--- config.mk ---
export PLATFORM = sky130hd
export DESIGN_NAME = fsk_modulator
export DESIGN_NICKNAME = d
export VERILOG_FILES = /design/src/rtl/fsk_modulator.sv
export SDC_FILE = /design/constraint.sdc
export NUM_CORES = 1
export LEC_CHECK = 0
export BUFFER_PORTS_ARGS = -buffer_cell sky130_fd_sc_hd__buf_4
export CELL_PAD_IN_SITES_DETAIL_PLACEMENT = 1
export CELL_PAD_IN_SITES_GLOBAL_PLACEMENT = 2
export CORE_MARGIN = 5
export CORE_UTILIZATION = 37
export DETAILED_ROUTE_END_ITERATION = 8
export PLACE_DENSITY_LB_ADDON = 0.1
export SLEW_MARGIN = 20
export SYNTH_ARGS = -nofsm -noshare
export SYNTH_HDL_FRONTEND = slang
export SYNTH_SLANG_ARGS = --single-unit
--- constraint.sdc ---
create_clock -name clk -period 2.45 [get_ports clk]
set_input_delay 0.245 -clock clk [delete_from_list [all_inputs] [get_ports clk]]
set_output_delay 0.245 -clock clk [all_outputs]
set_load 0.1 [all_outputs]
--- src/rtl/fsk_modulator.sv ---
// fsk_modulator: UART-framed binary-FSK transmitter with a continuous-phase mark idle tone.
// Defining FSK_MODULATOR_PARITY_EN inserts an even-parity bit between the data bits and stop.
module fsk_modulator #(
    parameter int HALF_PERIOD_0        = 100,
    parameter int HALF_PERIOD_1        = 60,
    parameter int HALF_PERIODS_PER_BIT = 4
) (
    input  logic       clk,
    input  logic       rst_n,
    input  logic [7:0] tx_data,
    input  logic       tx_valid,
    output logic       tx_ready,
    output logic       fsk_out,
    output logic       busy
);
    localparam int CW = $clog2(HALF_PERIOD_0);
    localparam int IW = (HALF_PERIODS_PER_BIT > 1) ? $clog2(HALF_PERIODS_PER_BIT) : 1;
    localparam logic [CW-1:0] LAST_0  = CW'(HALF_PERIOD_0 - 1);
    localparam logic [CW-1:0] LAST_1  = CW'(HALF_PERIOD_1 - 1);
    localparam logic [IW-1:0] LAST_HP = IW'(HALF_PERIODS_PER_BIT - 1);

    typedef enum logic [2:0] {
        S_IDLE,
        S_ARM,
        S_START,
        S_DATA,
`ifdef FSK_MODULATOR_PARITY_EN
        S_PARITY,
`endif
        S_STOP
    } state_t;

    state_t        state_q, state_d;
    logic [CW-1:0] hp_cnt_q, hp_cnt_d;
    logic [IW-1:0] hp_idx_q, hp_idx_d;
    logic          fsk_q, fsk_d;
    logic [7:0]    shift_q, shift_d;
    logic [2:0]    bit_cnt_q, bit_cnt_d;
    logic          pend_q, pend_d;
`ifdef FSK_MODULATOR_PARITY_EN
    logic          parity_q, parity_d;
`endif

    logic cur_bit;
    logic hp_end;
    logic bit_end;
    logic accept;

    // The current bit only changes on half-period boundaries, so HP is stable for a whole half-period.
    always_comb begin
        cur_bit = 1'b1;
        case (state_q)
            S_START:  cur_bit = 1'b0;
            S_DATA:   cur_bit = shift_q[0];
`ifdef FSK_MODULATOR_PARITY_EN
            S_PARITY: cur_bit = parity_q;
`endif
            default:  cur_bit = 1'b1;
        endcase
        hp_end   = (hp_cnt_q == (cur_bit ? LAST_1 : LAST_0));
        bit_end  = hp_end && (hp_idx_q == LAST_HP);
        busy     = !((state_q == S_IDLE) || (state_q == S_ARM));
        tx_ready = (state_q == S_IDLE) ||
                   ((state_q == S_STOP) && (hp_idx_q == LAST_HP) && !pend_q);
        accept   = tx_valid && tx_ready;
        fsk_out  = fsk_q;
    end

    always_comb begin
        state_d   = state_q;
        hp_cnt_d  = hp_end ? '0 : hp_cnt_q + 1'b1;
        hp_idx_d  = hp_idx_q;
        fsk_d     = fsk_q ^ hp_end;
        shift_d   = shift_q;
        bit_cnt_d = bit_cnt_q;
        pend_d    = pend_q;
`ifdef FSK_MODULATOR_PARITY_EN
        parity_d  = parity_q;
`endif
        if (hp_end) begin
            hp_idx_d = (!busy || (hp_idx_q == LAST_HP)) ? '0 : hp_idx_q + 1'b1;
        end
        if (accept) begin
            shift_d = tx_data;
            pend_d  = 1'b1;
`ifdef FSK_MODULATOR_PARITY_EN
            parity_d = ^tx_data;
`endif
        end
        // An accept that lands on the last cycle of a mark half-period skips ARM entirely.
        case (state_q)
            S_IDLE: begin
                if (accept) begin
                    if (hp_end) begin
                        state_d = S_START;
                        pend_d  = 1'b0;
                    end else begin
                        state_d = S_ARM;
                    end
                end
            end
            S_ARM: begin
                if (hp_end) begin
                    state_d = S_START;
                    pend_d  = 1'b0;
                end
            end
            S_START: begin
                if (bit_end) begin
                    state_d   = S_DATA;
                    bit_cnt_d = '0;
                end
            end
            S_DATA: begin
                if (bit_end) begin
                    if (bit_cnt_q == 3'd7) begin
`ifdef FSK_MODULATOR_PARITY_EN
                        state_d = S_PARITY;
`else
                        state_d = S_STOP;
`endif
                    end else begin
                        shift_d   = {1'b0, shift_q[7:1]};
                        bit_cnt_d = bit_cnt_q + 1'b1;
                    end
                end
            end
`ifdef FSK_MODULATOR_PARITY_EN
            S_PARITY: begin
                if (bit_end) state_d = S_STOP;
            end
`endif
            S_STOP: begin
                if (bit_end) begin
                    if (pend_q || accept) begin
                        state_d = S_START;
                        pend_d  = 1'b0;
                    end else begin
                        state_d = S_IDLE;
                    end
                end
            end
            default: state_d = S_IDLE;
        endcase
    end

    always_ff @(posedge clk or negedge rst_n) begin
        if (!rst_n) begin
            state_q   <= S_IDLE;
            hp_cnt_q  <= '0;
            hp_idx_q  <= '0;
            fsk_q     <= 1'b0;
            shift_q   <= '0;
            bit_cnt_q <= '0;
            pend_q    <= 1'b0;
`ifdef FSK_MODULATOR_PARITY_EN
            parity_q  <= 1'b0;
`endif
        end else begin
            state_q   <= state_d;
            hp_cnt_q  <= hp_cnt_d;
            hp_idx_q  <= hp_idx_d;
            fsk_q     <= fsk_d;
            shift_q   <= shift_d;
            bit_cnt_q <= bit_cnt_d;
            pend_q    <= pend_d;
`ifdef FSK_MODULATOR_PARITY_EN
            parity_q  <= parity_d;
`endif
        end
    end

endmodule

==> flow_metrics.env <==
export IMPL_status="finished, final reports clean"
export IMPL_clock_latency_ns=0.27
export IMPL_initial_utilization_pct=38.0
export IMPL_crit_required_ns=2.61
export IMPL_synth_fa_ha_area_share_pct=3.63
export IMPL_synth_mux_area_share_pct=12.1
export IMPL_hp_class="in2reg"
export IMPL_fmax_ghz=0.438
export IMPL_synth_commonest_cells="dfrtp_1, nand2_1, nor2_1, mux2_2, a21oi_1"
export IMPL_rows=22
export IMPL_cts_buffers=3
export IMPL_nNetsFinal=166
export IMPL_synthCells=136
export IMPL_routed_via_density=5.22
export IMPL_worst_slew_pin_slew_ns=0.536
export IMPL_synth_most_common_cell="dfrtp_1"
export IMPL_htree_levels=1
export IMPL_antenna_left=0
export IMPL_cts_tree="done"
export IMPL_cap_violations=0
export IMPL_ys_flop_type="dfrtp_1"
export IMPL_port_buffers=13
export IMPL_rsz0062_at_grt="false"
export IMPL_p_int_mw=0.540
export IMPL_post_dp_cell_area_sq_um=1550
export IMPL_yosysTopAreaCellShare_pct=45.3
export IMPL_hpwlAfterDp_microns=2140
export IMPL_ir_worst_vdd_mv=0.238
export IMPL_syn_nets=151
export IMPL_synth_top_family_by_area="simple AND/OR/NAND/NOR gates"
export IMPL_clockPowerShare_pct=36.1
export IMPL_grt_pass1_wl_microns=5190
export IMPL_syn_area_sq_um=1380
export IMPL_end_kind="flop"
export IMPL_yosys_area_share_xor_xnor_pct=3.81
export IMPL_synth_largest_area_cell="dfrtp_1"
export IMPL_synth_simple_area_share_pct=18.5
export IMPL_grt_pass1_vias=1172
export IMPL_crit_arrival_ns=2.44
export IMPL_drcViolationCount=0
export IMPL_yosysWarnings=0
export IMPL_switching_power_mw=0.141
export IMPL_ys_seq_area_share_pct=45.3
export IMPL_synth_compound_area_share_pct=12.9
export IMPL_coreArea_sq_um=3630
export IMPL_cts_setup_buffers=0
export IMPL_firstDrtPassIters=3
export IMPL_pwr_share_comb_pct=3.4
export IMPL_gp_congestion=0.697
export IMPL_cts_clk_slew_worst_paths_ns=0.09
export IMPL_fin_ws_ns=0.164
export IMPL_setup_viol=0
export IMPL_drt_wl_total_microns=2930
export IMPL_min_period_ns=2.29
export IMPL_path_class="reg2reg"
export IMPL_grt_max_degree=26
export IMPL_cts_sinks=25
export IMPL_slew_limit_headroom_pct=64.1
export IMPL_cts_resized=0
export IMPL_power_leakage_nw=0.776
export IMPL_cts_hold_buf=1
export IMPL_cts_root_buf="clkbuf_8"
export IMPL_design_area_sq_um=1610
export IMPL_postSynthAreaPerCell_sq_um=10.1
export IMPL_synth_edff_count=0
export IMPL_clock_skew_ns=0.00185
export IMPL_layout_area_overhead_vs_synth_pct=16.6
export IMPL_hold_violations=0
export IMPL_die_h_microns=71.1
export IMPL_die_area_sq_um=5050
export IMPL_wl_per_cell_microns=14.8
export IMPL_drt_initial_drc_count=53
export IMPL_async_reset_ff_share_pct=100
export IMPL_chipWidth_microns=71.1
export IMPL_setup_tns_ns=0
export IMPL_clockBufferDepth=2
export IMPL_ioPinCount=14
export IMPL_layout_drive_gt1_share_pct=28.0
export IMPL_antennaDiodeCount=0
export IMPL_numPlacedInstances=193
export IMPL_worst_setup_path_start_kind="flop"
export IMPL_netSwitchingFraction_pct=20.8
export IMPL_power_total_mw=0.681
export IMPL_drv_slew=0
export IMPL_finalNonFillerCells=198
export IMPL_grt_overflow=0
export IMPL_ys_types=37
export IMPL_fin_crit_sh_pct=93.3
export IMPL_powerDensity_nw_per_um2=423
export IMPL_dp_slack_ns=0.138
export IMPL_vias=1034
export IMPL_grt_antenna_before_repair=0
export IMPL_synth_area_leaders="dfrtp_1, mux2_2, nand2_1"
export IMPL_cp_max_fo=9
export IMPL_grt_util_all_layers_pct=12.6
export IMPL_synth_seq_cells=25
export IMPL_p_seq_share_pct=60.5
-- final timing paths --
path | startpoint | to | slack, ns | depth (start not counted)
min reg2reg | hp_cnt_q[0]$_DFF_PN0_ | hp_cnt_q[0]$_DFF_PN0_ | 0.47 | 1
min in group asynchronous | rst_n | bit_cnt_q[1]$_DFFE_PN0P_ | 0.42 | 2
min | tx_data[7] | shift_q[7]$_DFF_PN0_ | 0.24 | 3
max in group asynchronous | rst_n | shift_q[7]$_DFF_PN0_ | 1.78 | 2
max reg2reg | state_q[1]$_DFFE_PN0P_ | shift_q[3]$_DFF_PN0_ | 0.16 | 5
max | state_q[1]$_DFFE_PN0P_ | shift_q[3]$_DFF_PN0_ | 0.16 | 5
-- stage by stage --
stage / hold slack (ns) / util (%)
4_1_cts: 0.239 / 44.3
3_5_place_dp: 0.173 / 42.8
6_report: 0.239 / 44.3
5_1_grt: 0.247 / 44.3
3_3_place_gp: 0.164 / 42.8
2_1_floorplan: -0.0506 / -
-- cell type report --
cell class,instances,area (sq um)
tap,48,60.1
sequential,25,626
inverter,5,18.8
fill,431,2020
timing repair buffer,16,123
multi-input combinational,100,737
clock buffer,4,45.0
-- metal layers --
layer / part of all wire (%) / up-vias / track usage (%)
met1: 47 / 520 / 15.9
met2: 49 / 11 / 22.2
met5: 0 / - / 0
met4: 1.2 / 0 / 2.51
met3: 2.5 / 4 / 2.70
li1: - / 499 / -
-- sequential cells by signal (all words and copies together) (netlist names) --
| signal | flops |
|---|---|
| state_q | 3 |
| shift_q | 8 |
| hp_cnt_q | 7 |
| pend_q | 1 |
| hp_idx_q | 2 |
| bit_cnt_q | 3 |
| fsk_out | 1 |
-- placed cells by master (no fill, tap or decap), drive strengths merged, types with 2 or more instances in the layout --
cell type,count
o21ai,5
clkbuf,4
nand2b,2
nor2b,3
a21oi,7
nand2,18
xnor2,4
mux2,14
nand3,4
a32oi,2
ha,4
buf,15
a211oi,2
nor2,15
inv,5
o22ai,3
dfrtp,25
xor2,2
-- cells by family (layout without fill, tap and decap cells) --
logic type / after synthesis / in the layout
buffers and inverters: 11 / 25
muxes: 15 / 15
and+or+nand+nor: 50 / 50
xor gates and xnor gates: 6 / 6
AOI/OAI and AO/OA: 25 / 25
DFF: 25 / 25
adders and majority gates: 4 / 4
-- power by group through the flow --
stage / Clock (mW) / Sequential (mW) / Combinational (mW)
2_1_floorplan: 0 / 0.421 / 0.000275
3_3_place_gp: 0 / 0.420 / 0.0219
3_5_place_dp: 0 / 0.420 / 0.0229
4_1_cts: 0.258 / 0.412 / 0.0242
5_1_grt: 0.267 / 0.412 / 0.0267
6_report: 0.246 / 0.412 / 0.0232
-- critical path, stage by stage (launching register included) --
cell and delay [ns]:
dfrtp_1 0.51, nor2b_4 0.31, and4_4 0.29, o21ai_4 0.11, nor4b_4 0.55, mux2_2 0.40
Power figures use the tool's default switching activity.
